===== config.mk =====
export PLATFORM = sky130hd
export DESIGN_NAME = coproc_instr_decoder
export DESIGN_NICKNAME = d
export VERILOG_FILES = /design/src/rtl/coproc_instr_decoder.sv
export SDC_FILE = /design/constraint.sdc
export NUM_CORES = 1
export LEC_CHECK = 0
export CAP_MARGIN = 20
export CORE_ASPECT_RATIO = 0.6
export CORE_MARGIN = 2
export CORE_UTILIZATION = 47
export DETAILED_ROUTE_END_ITERATION = 10
export PLACE_DENSITY_LB_ADDON = 0.12
export SLEW_MARGIN = 10
export SYNTH_ARGS = -nofsm -noshare
export SYNTH_HDL_FRONTEND = slang
export SYNTH_SLANG_ARGS = --single-unit

===== constraint.sdc =====
create_clock -name clk -period 4.4 [get_ports clk]
set_clock_uncertainty 0.2 [all_clocks]
set_input_delay 0.88 -clock clk [delete_from_list [all_inputs] [get_ports clk]]
set_output_delay 0.88 -clock clk [all_outputs]
set_load 0.1 [all_outputs]

===== src/rtl/coproc_instr_decoder.sv =====
// Instruction front end of the matrix coprocessor: accepts button-stepped words,
// decodes them into element-memory accesses or operation-unit launches.
module coproc_instr_decoder #(
  parameter int unsigned TIMEOUT_CYCLES = 1024
) (
  input  logic        clk,
  input  logic        rst,
  input  logic [21:0] instr,
  input  logic        instr_valid,
  output logic        instr_ready,
  output logic        mem_we,
  output logic        mem_re,
  output logic [7:0]  mem_addr,
  output logic [7:0]  mem_wdata,
  input  logic [7:0]  mem_rdata,
  output logic        op_start,
  output logic [3:0]  op_code,
  output logic [1:0]  op_msel,
  input  logic        op_done,
  input  logic [15:0] op_result,
  output logic [15:0] result,
  output logic        error,
  output logic        overrun,
  output logic [7:0]  instr_count
);

  localparam logic [2:0] IDLE    = 3'd0;
  localparam logic [2:0] DECODE  = 3'd1;
  localparam logic [2:0] WRITE   = 3'd2;
  localparam logic [2:0] READ    = 3'd3;
  localparam logic [2:0] CAPTURE = 3'd4;
  localparam logic [2:0] EXEC    = 3'd5;
  localparam logic [2:0] WAIT    = 3'd6;

  localparam int unsigned CW = (TIMEOUT_CYCLES > 2) ? $clog2(TIMEOUT_CYCLES) : 1;
  localparam logic [CW-1:0] CNT_LAST = CW'(TIMEOUT_CYCLES - 1);

  logic [2:0]    state;
  logic          prev_valid;
  logic [21:0]   instr_q;
  logic [CW-1:0] cnt;
  logic          offer;
  logic [3:0]    opcode;
  logic          unused_reserved;

  assign offer           = instr_valid & ~prev_valid;
  assign opcode          = instr_q[3:0];
  assign unused_reserved = ^instr_q[21:20];

  assign instr_ready = (state == IDLE);
  assign mem_we      = (state == WRITE);
  assign mem_re      = (state == READ);
  assign op_start    = (state == EXEC);
  assign mem_addr    = instr_q[11:4];
  assign mem_wdata   = instr_q[19:12];
  assign op_code     = instr_q[3:0];
  assign op_msel     = instr_q[11:10];

  always_ff @(posedge clk) begin
    if (rst) begin
      state       <= IDLE;
      prev_valid  <= 1'b1;
      instr_q     <= '0;
      cnt         <= '0;
      result      <= '0;
      error       <= 1'b0;
      overrun     <= 1'b0;
      instr_count <= '0;
    end else begin
      prev_valid <= instr_valid;
      // Offers are only taken in IDLE; anything arriving while busy is lost.
      if (offer && state != IDLE) overrun <= 1'b1;

      case (state)
        IDLE: begin
          if (offer) begin
            instr_q     <= instr;
            instr_count <= instr_count + 8'd1;
            error       <= 1'b0;
            state       <= DECODE;
          end
        end
        DECODE: begin
          if (opcode == 4'd0) begin
            state <= IDLE;
          end else if (opcode == 4'd1) begin
            state <= READ;
          end else if (opcode == 4'd2) begin
            state <= WRITE;
          end else if (opcode <= 4'd9) begin
            state <= EXEC;
          end else begin
            error <= 1'b1;
            state <= IDLE;
          end
        end
        WRITE:   state <= IDLE;
        READ:    state <= CAPTURE;
        CAPTURE: begin
          result <= {{8{mem_rdata[7]}}, mem_rdata};
          state  <= IDLE;
        end
        EXEC: begin
          cnt   <= '0;
          state <= WAIT;
        end
        WAIT: begin
          if (op_done) begin
            result <= op_result;
            state  <= IDLE;
          end else if (cnt == CNT_LAST) begin
            error <= 1'b1;
            state <= IDLE;
          end else begin
            cnt <= cnt + CW'(1);
          end
        end
        default: state <= IDLE;
      endcase
    end
  end

endmodule


# Word-level counts from Yosys, hierarchy flattened

Index checks and enable logic that the tools add are counted.

$add $sub $neg: 2
Order comparisons: 1
Eq/ne operators: 19
Mux-type cells: 21
Bitwise logic cells: 2
Reduce and logical (&&, ||, !) cells: 12

Operators by type and width:

| operator                | number |
|---|---|
| $pmux W16 S2            | 1 |
| $mux W3                 | 7 |
| $mux W10                | 2 |
| $pmux W10 S2            | 1 |
| $mux W16                | 1 |
| $ne A2 B2 Y1 const B    | 8 |
| $pmux W3 S5             | 1 |
| $add A10 B1 Y10 const B | 1 |
| $eq A10 B10 Y1 const B  | 1 |
| $eq A3 B3 Y1 const B    | 3 |
| $add A8 B1 Y8 const B   | 1 |
| $reduce_and A8 Y1       | 1 |
| $mux W1                 | 7 |
| $eq A3 B2 Y1 const B    | 2 |
| $reduce_and A2 Y1       | 3 |
| $reduce_bool A3 Y1      | 2 |
| $eq A4 B1 Y1 const B    | 1 |
| $eq A4 B2 Y1 const B    | 1 |
| $le A4 B4 Y1 const B    | 1 |
| $logic_not A4 Y1        | 1 |
| $reduce_bool A2 Y1      | 2 |
| $eq A3 B1 Y1 const B    | 1 |
| $logic_not A3 Y1        | 1 |
| $ne A3 B3 Y1 const B    | 1 |
| 6 further kinds         | 6 |

Flip-flop bits (word level): 60
Input port bits: 50
Output and inout port bits: 52
Word-level logic and storage cells: 65

# Longest topological paths before layout

Gate-level depths: netlist of the first run.

Depth after elaboration: 6
Gate-level depth with buffers: 8
Gate-level depth less buffers: 5

# Worst setup path after synthesis of the first run

OpenSTA, ideal clock, no wires.

Path type: register to output
From: register state[2]
To: output port mem_we
Arrival: 2.846 ns
Required time: 3.320 ns
Path slack: 0.474 ns
Cell stages (with the launch flop): 4
Path buffers: 2
Cells stage by stage: dfxtp_1 -> buf_2 -> clkbuf_1 -> nor3b_1

Word-level cells in the longest chain between the ends: 1

Ends and longest elaborated chain:

| item                   | RTL line | source |
|---|---|---|
| from (decl)            | 38       | `logic [2:0] state;` |
| from (signal assigned) | 61       | `state <= IDLE;` |
| from (signal assigned) | 80       | `state <= DECODE;` |
| from (signal assigned) | 85       | `state <= IDLE;` |
| $eq A3 B2 Y1           | 51       | `assign mem_we = (state == WRITE);` |
| to (decl)              | 11       | `output logic mem_we,` |

Every way passes these cells.

# Worst setup path after layout of the first run

From: register state[0]
To: output port mem_re

Word-level cells in the longest chain between the ends: 1

Ends and longest elaborated chain:

| item         | RTL line | source |
|---|---|---|
| $eq A3 B2 Y1 | 52       | `assign mem_re = (state == READ);` |
| to (decl)    | 12       | `output logic mem_re,` |

Every way passes these cells.

==> reports/results.tsv, run 1 <==
metric	value	unit
status	completed	
yosys.area.top_type	dfxtp_1	
fin_ws	1.044	ns
antenna_found_initial	0	
dp.cells	486	
drive_gt1_share	8.294	%
cts_buffers	9	
finalCriticalPeriod	3.356	ns
tns	0	ns
io_pins	102	
wl	7.077	mm
slew_headroom	32.82	%
cts.clk_slew.worst_paths	0.07	ns
ys_warn_count	0	
p_total	1.234	mW
powerDensity	316.4	nW/µm²
grt_pass1_vias	2486	
row_count	21	
synth_seq_cells	60	
grt_pass1_wl	11.78	mm
dr_wl_met2	3.073	mm
fmax	298.0	MHz
peakVddDrop	146.8	µV
io_buffers	99	
n_antenna_cell	0	
grt_max_degree	33	
cp_num_buf_inv	1	
cts_post_setup_buffers_inserted	0	
fp.dieH	62.85	µm
pre_cts_ws	1.414	ns
leakagePower	1.318	nW
cts_buffer_depth	2	
highest_layer	met4	
endpoint_kind	primary output	
postSynthAreaPerCell	8.195	µm²
dr.first_iter.drc_count	176	
gp_congestion	0.8268	
antenna_left	0	
clock-sinks	60	
ctsHoldBuffers	0	
nFillCells	480	
first_pass_iters	4	
cts_tree	yes	
areaGrowthSynthToFinish	43.77	%
track_usage	23.41	%
post_cts_resized	0	
cp.arrival	2.28	ns
yosys-top-cells-area	dfxtp_1, a21oi_1, nand2_1	
cts.root.buffer_cell	clkbuf_8	
dp_hpwl	4.963	mm
post-route-drc-count	0	
synth.most_common_cell	nand2_1	
wl_met1	3.388	mm
path_delay_family	buffers and inverters	
tightest_slew	1.005	ns
synth_nets	383	
initial_core_util	48.70	%
rsz0062_at_grt	false	
dieArea	6415	µm²
start_kind	flop	
synthesis.area	2713	µm²
maxCapViolations	0	
cts.htree.levels	3	
synth_top_flop_cell	dfxtp_1	
num_vias	2651	
setup_viol	0	
timing.final.crit_share	76.27	%
cp.required	3.32	ns
synth_common_cells	nand2_1, dfxtp_1, a21oi_1	
syn_inst	331	
synth-edff-count	0	
post_drt_via_cell_ratio	5.281	
cp_max_fo	14	
met3_length	546	µm
synth.distinct_cells	52	
synthArstFlopShare	0	%
crit_chain	and3b_1, clkdlybuf4s50_1	
finalHoldViolations	0	
yosysTopAreaCellShare	44.28	%
cp_slowest_cell	clkdlybuf4s50_1	
stdcell_count	502	
crit_type	reg -> out	
wl_per_cell	14.10	µm
critPathMaxStageDelay	1.14	ns
clkLatencyLatePin	0.34	ns
core	5570	µm²
num-nets-final	469	
min_path_type	reg -> reg	
fp.dieW	102.1	µm
utilization	70.01	%
gr-total-overflow	0	
ys_seq_area_share	44.28	%
maxSlewViolCount	0	
==> worst register-to-register path: stages (launching register included) <==
cell and delay (ns):
dfxtp_1 0.57, nor2b_1 0.59, o21ai_1 0.27, or4_4 0.46, a221oi_2 0.21
==> path summary, 6_finish.rpt <==
path | startpoint | end | slack (ns) | cells after the start
setup reg to reg | state[0] | cnt[8] | 2.01 | 4
hold reg to reg | instr_q[17] | instr_q[17] | 0.25 | 2
hold / removal | instr_q[17] | instr_q[17] | 0.25 | 2
setup / recovery | state[0] | mem_re | 1.04 | 2
==> flip-flops by register name, indices dropped and copies added, names as in the netlist <==
| register | cells |
|---|---|
| error | 1 |
| overrun | 1 |
| result | 16 |
| prev_valid | 1 |
| instr_count | 8 |
| instr_q | 20 |
| state | 3 |
| cnt | 10 |
==> metal layers <==
| layer | track usage, % | vias up |
|---|---|---|
| met3 | 6.935 | 7 |
| met1 | 31.54 | 1228 |
| met2 | 35.69 | 78 |
| met5 | 0 | - |
| met4 | 8.000 | 0 |
| li1 | - | 1338 |
==> per-stage QoR <==
stage	cell area (µm²)	hold WS [ns]
after global placement	3692	0.2423
after floorplan	2713	0.2581
final	3900	0.2547
after global routing	3900	0.2748
after CTS	3900	0.2583
after detailed placement	3692	0.2482
==> placed cells by master, fill, tap and decap left out, types with 3 or more instances in the layout <==
cell / count
clkdlybuf4s50_1: 96
nand2_1: 62
dfxtp_1: 60
a21oi_1: 47
nor2_1: 19
o21ai_0: 16
clkbuf_8: 10
inv_1: 8
a311oi_1: 8
xnor2_1: 6
nand3_1: 6
nor3_1: 5
buf_4: 5
nor2b_1: 4
nor3b_1: 4
a211oi_1: 4
nand4_1: 4
or3_1: 3
and3b_1: 3
nor4_2: 3
o21a_1: 3
==> final cells by class <==
class | instances | area, µm² | area share, %
multi-input combinational | 235 | 1354 | 34.71
sequential | 60 | 1201 | 30.80
timing repair buffer | 102 | 1003 | 25.73
clock buffer | 10 | 137.6 | 3.529
tap | 80 | 100.1 | 2.567
clock inverter | 6 | 70.07 | 1.797
inverter | 9 | 33.78 | 0.8662
==> power by group <==
part           internal (mW)  switching [mW]
Clock                  0.281           0.227
Combinational         0.0623           0.105
Sequential             0.552         0.00699
==> logic make-up after synthesis <==
logic type	synth area share, %
AND/OR/NAND/NOR	23.94
AO/OA/AOI/OAI	21.96
flip-flops	44.28
buffers and inverters	5.811
XOR/XNOR	1.937
multiplexers	1.153
adder cells (fa/ha/maj)	0.9224
Power figures use the tool's default switching activity.
==> run 2, diff against run 1 <==
- CORE_UTILIZATION: 47 -> 40
- clock period: 4.4 -> 2.9 ns (I/O delays scaled with it)
==> run 2 against run 1 <==
Effect of this change:
- total power increased by 89%
- design area increased by 2.4%
- via count increased by 0.34%
- non-clock buffer count increased by 5
- final cell count increased by 2.4%
- routed wire length increased by 5.5%
- die area increased by 17%
- sequential power increased by 52%
- register-to-register slack got worse by 1.3 ns
- utilization decreased by 9.7 points
- combinational power increased by 53%
- largest cell class unchanged
- largest power group is now the clock network
- highest routed layer unchanged
==> reports/results.tsv, run 2 (synthesis gave the netlist of run 1 again) <==
metric	value	unit
cts.clk_slew.worst_paths	0.05	ns
grt_max_degree	33	
cts_tree	yes	
start_kind	flop	
timing.final.crit_share	86.79	%
cp_max_fo	14	
post_drt_via_cell_ratio	5.175	
clkLatencyLatePin	0.32	ns
utilization	60.34	%
fp.dieW	110.3	µm
rsz0062_at_grt	false	
io_buffers	99	
num-nets-final	474	
core	6619	µm²
maxSlewViolCount	0	
nFillCells	600	
drive_gt1_share	21.31	%
row_count	23	
setup_viol	0	
gr-total-overflow	0	
antenna_found_initial	0	
grt_pass1_vias	2487	
cp.arrival	1.74	ns
initial_core_util	40.98	%
tns	0	ns
areaGrowthSynthToFinish	47.23	%
n_antenna_cell	0	
cts_buffers	9	
num_vias	2660	
cts.htree.levels	3	
regMostFlops	instr_q	
track_usage	20.86	%
reg_top3	instr_q (20), result (16), cnt (10)	
io_pins	102	
layout_common_cells	nand2_1, dfxtp_1, buf_4	
clock-sinks	60	
wl	7.463	mm
dp_hpwl	5.146	mm
ctsHoldBuffers	0	
status	completed	
first_pass_iters	4	
antenna_left	0	
powerDensity	585.4	nW/µm²
slew_headroom	65.77	%
gp_congestion	0.7908	
finalHoldViolations	0	
cp.required	2.12	ns
wl_per_cell	14.52	µm
fmax	397.3	MHz
min_path_type	reg -> reg	
peakVddDrop	262.9	µV
layout_commonest_cell	nand2_1	
fp.dieH	67.79	µm
cts_buffer_depth	2	
endpoint_kind	primary output	
dieArea	7478	µm²
crit_type	reg -> out	
leakagePower	1.518	nW
post_cts_resized	0	
maxCapViolations	0	
dr.first_iter.drc_count	219	
post-route-drc-count	0	
cts.root.buffer_cell	clkbuf_16	
tightest_slew	0.5119	ns
grt_pass1_wl	12.02	mm
largest_register_ffs	20	
finalCriticalPeriod	2.517	ns
cts_post_setup_buffers_inserted	0	
-- run 2: cell types whose count changed in the layout (fill, tap and decap cells not counted) --
cell,previous run,this run
clkbuf_16,0,9
buf_12,0,2
nor3b_1,4,3
clkbuf_8,10,1
inv_6,2,0
clkinvlp_4,0,1
clkinv_4,2,1
nor3b_2,1,2
bufinv_16,1,3
clkdlybuf4s50_1,96,46
buf_4,5,58
-- run 2: final timing paths --
kind	to	slack, ns	cells past startpoint	startpoint
max reg2reg	cnt[8]	0.71	5	cnt[0]
min	instr_q[5]	0.26	2	instr_q[5]
max	op_start	0.38	4	state[0]
min reg2reg	instr_q[5]	0.26	2	instr_q[5]
-- run 2: final cells by class --
class                      count  area [µm²]  share of cell area [%]
multi-input combinational    235        1359                   34.02
tap                           87       108.9                   2.726
clock inverter                 6       111.4                   2.788
sequential                    60        1201                   30.08
clock buffer                  10       239.0                   5.984
inverter                       9       33.78                  0.8459
timing repair buffer         107       940.9                   23.56
-- run 2: stage by stage --
stage / setup WS [ns] / area [µm²] / hold WS [ns] / power (mW) / instances
after CTS: 0.3925 / 3994 / 0.2566 / 2.363 / 514
final: 0.3831 / 3994 / 0.2565 / 2.338 / 514
after floorplan: 0.2640 / 2718 / 0.2581 / 1.019 / 331
after global placement: 0.4280 / 3643 / 0.2420 / 1.120 / 498
after detailed placement: 0.4211 / 3643 / 0.2489 / 1.122 / 498
after global routing: 0.3021 / 3994 / 0.2797 / 2.409 / 514
-- run 2: report_power, final --
| group | internal [mW] | leakage [nW] | total [mW] | switching (mW) |
|---|---|---|---|---|
| Clock | 0.862 | 0.169 | 1.23 | 0.372 |
| Sequential | 0.839 | 0.485 | 0.850 | 0.0115 |
| Combinational | 0.0941 | 0.864 | 0.255 | 0.161 |
| Total | 1.79 | 1.52 | 2.34 | 0.544 |
-- run 2: critical path, cell delays in order, from the launching register on --
cell and delay [ns]:
dfxtp_1 0.62, nor2b_1 0.23, buf_4 0.19, and2_1 0.19, buf_12 0.18
-- run 2: metal layers --
metal,GRT usage [%],wire (µm),vias to the layer above,part of all wire [%]
li1,-,-,1353,-
met1,29.24,3751,1221,50
met2,30.29,3067,80,41
met3,7.529,606,6,8.1
met4,5.313,38,0,0.51
met5,0,0,-,0
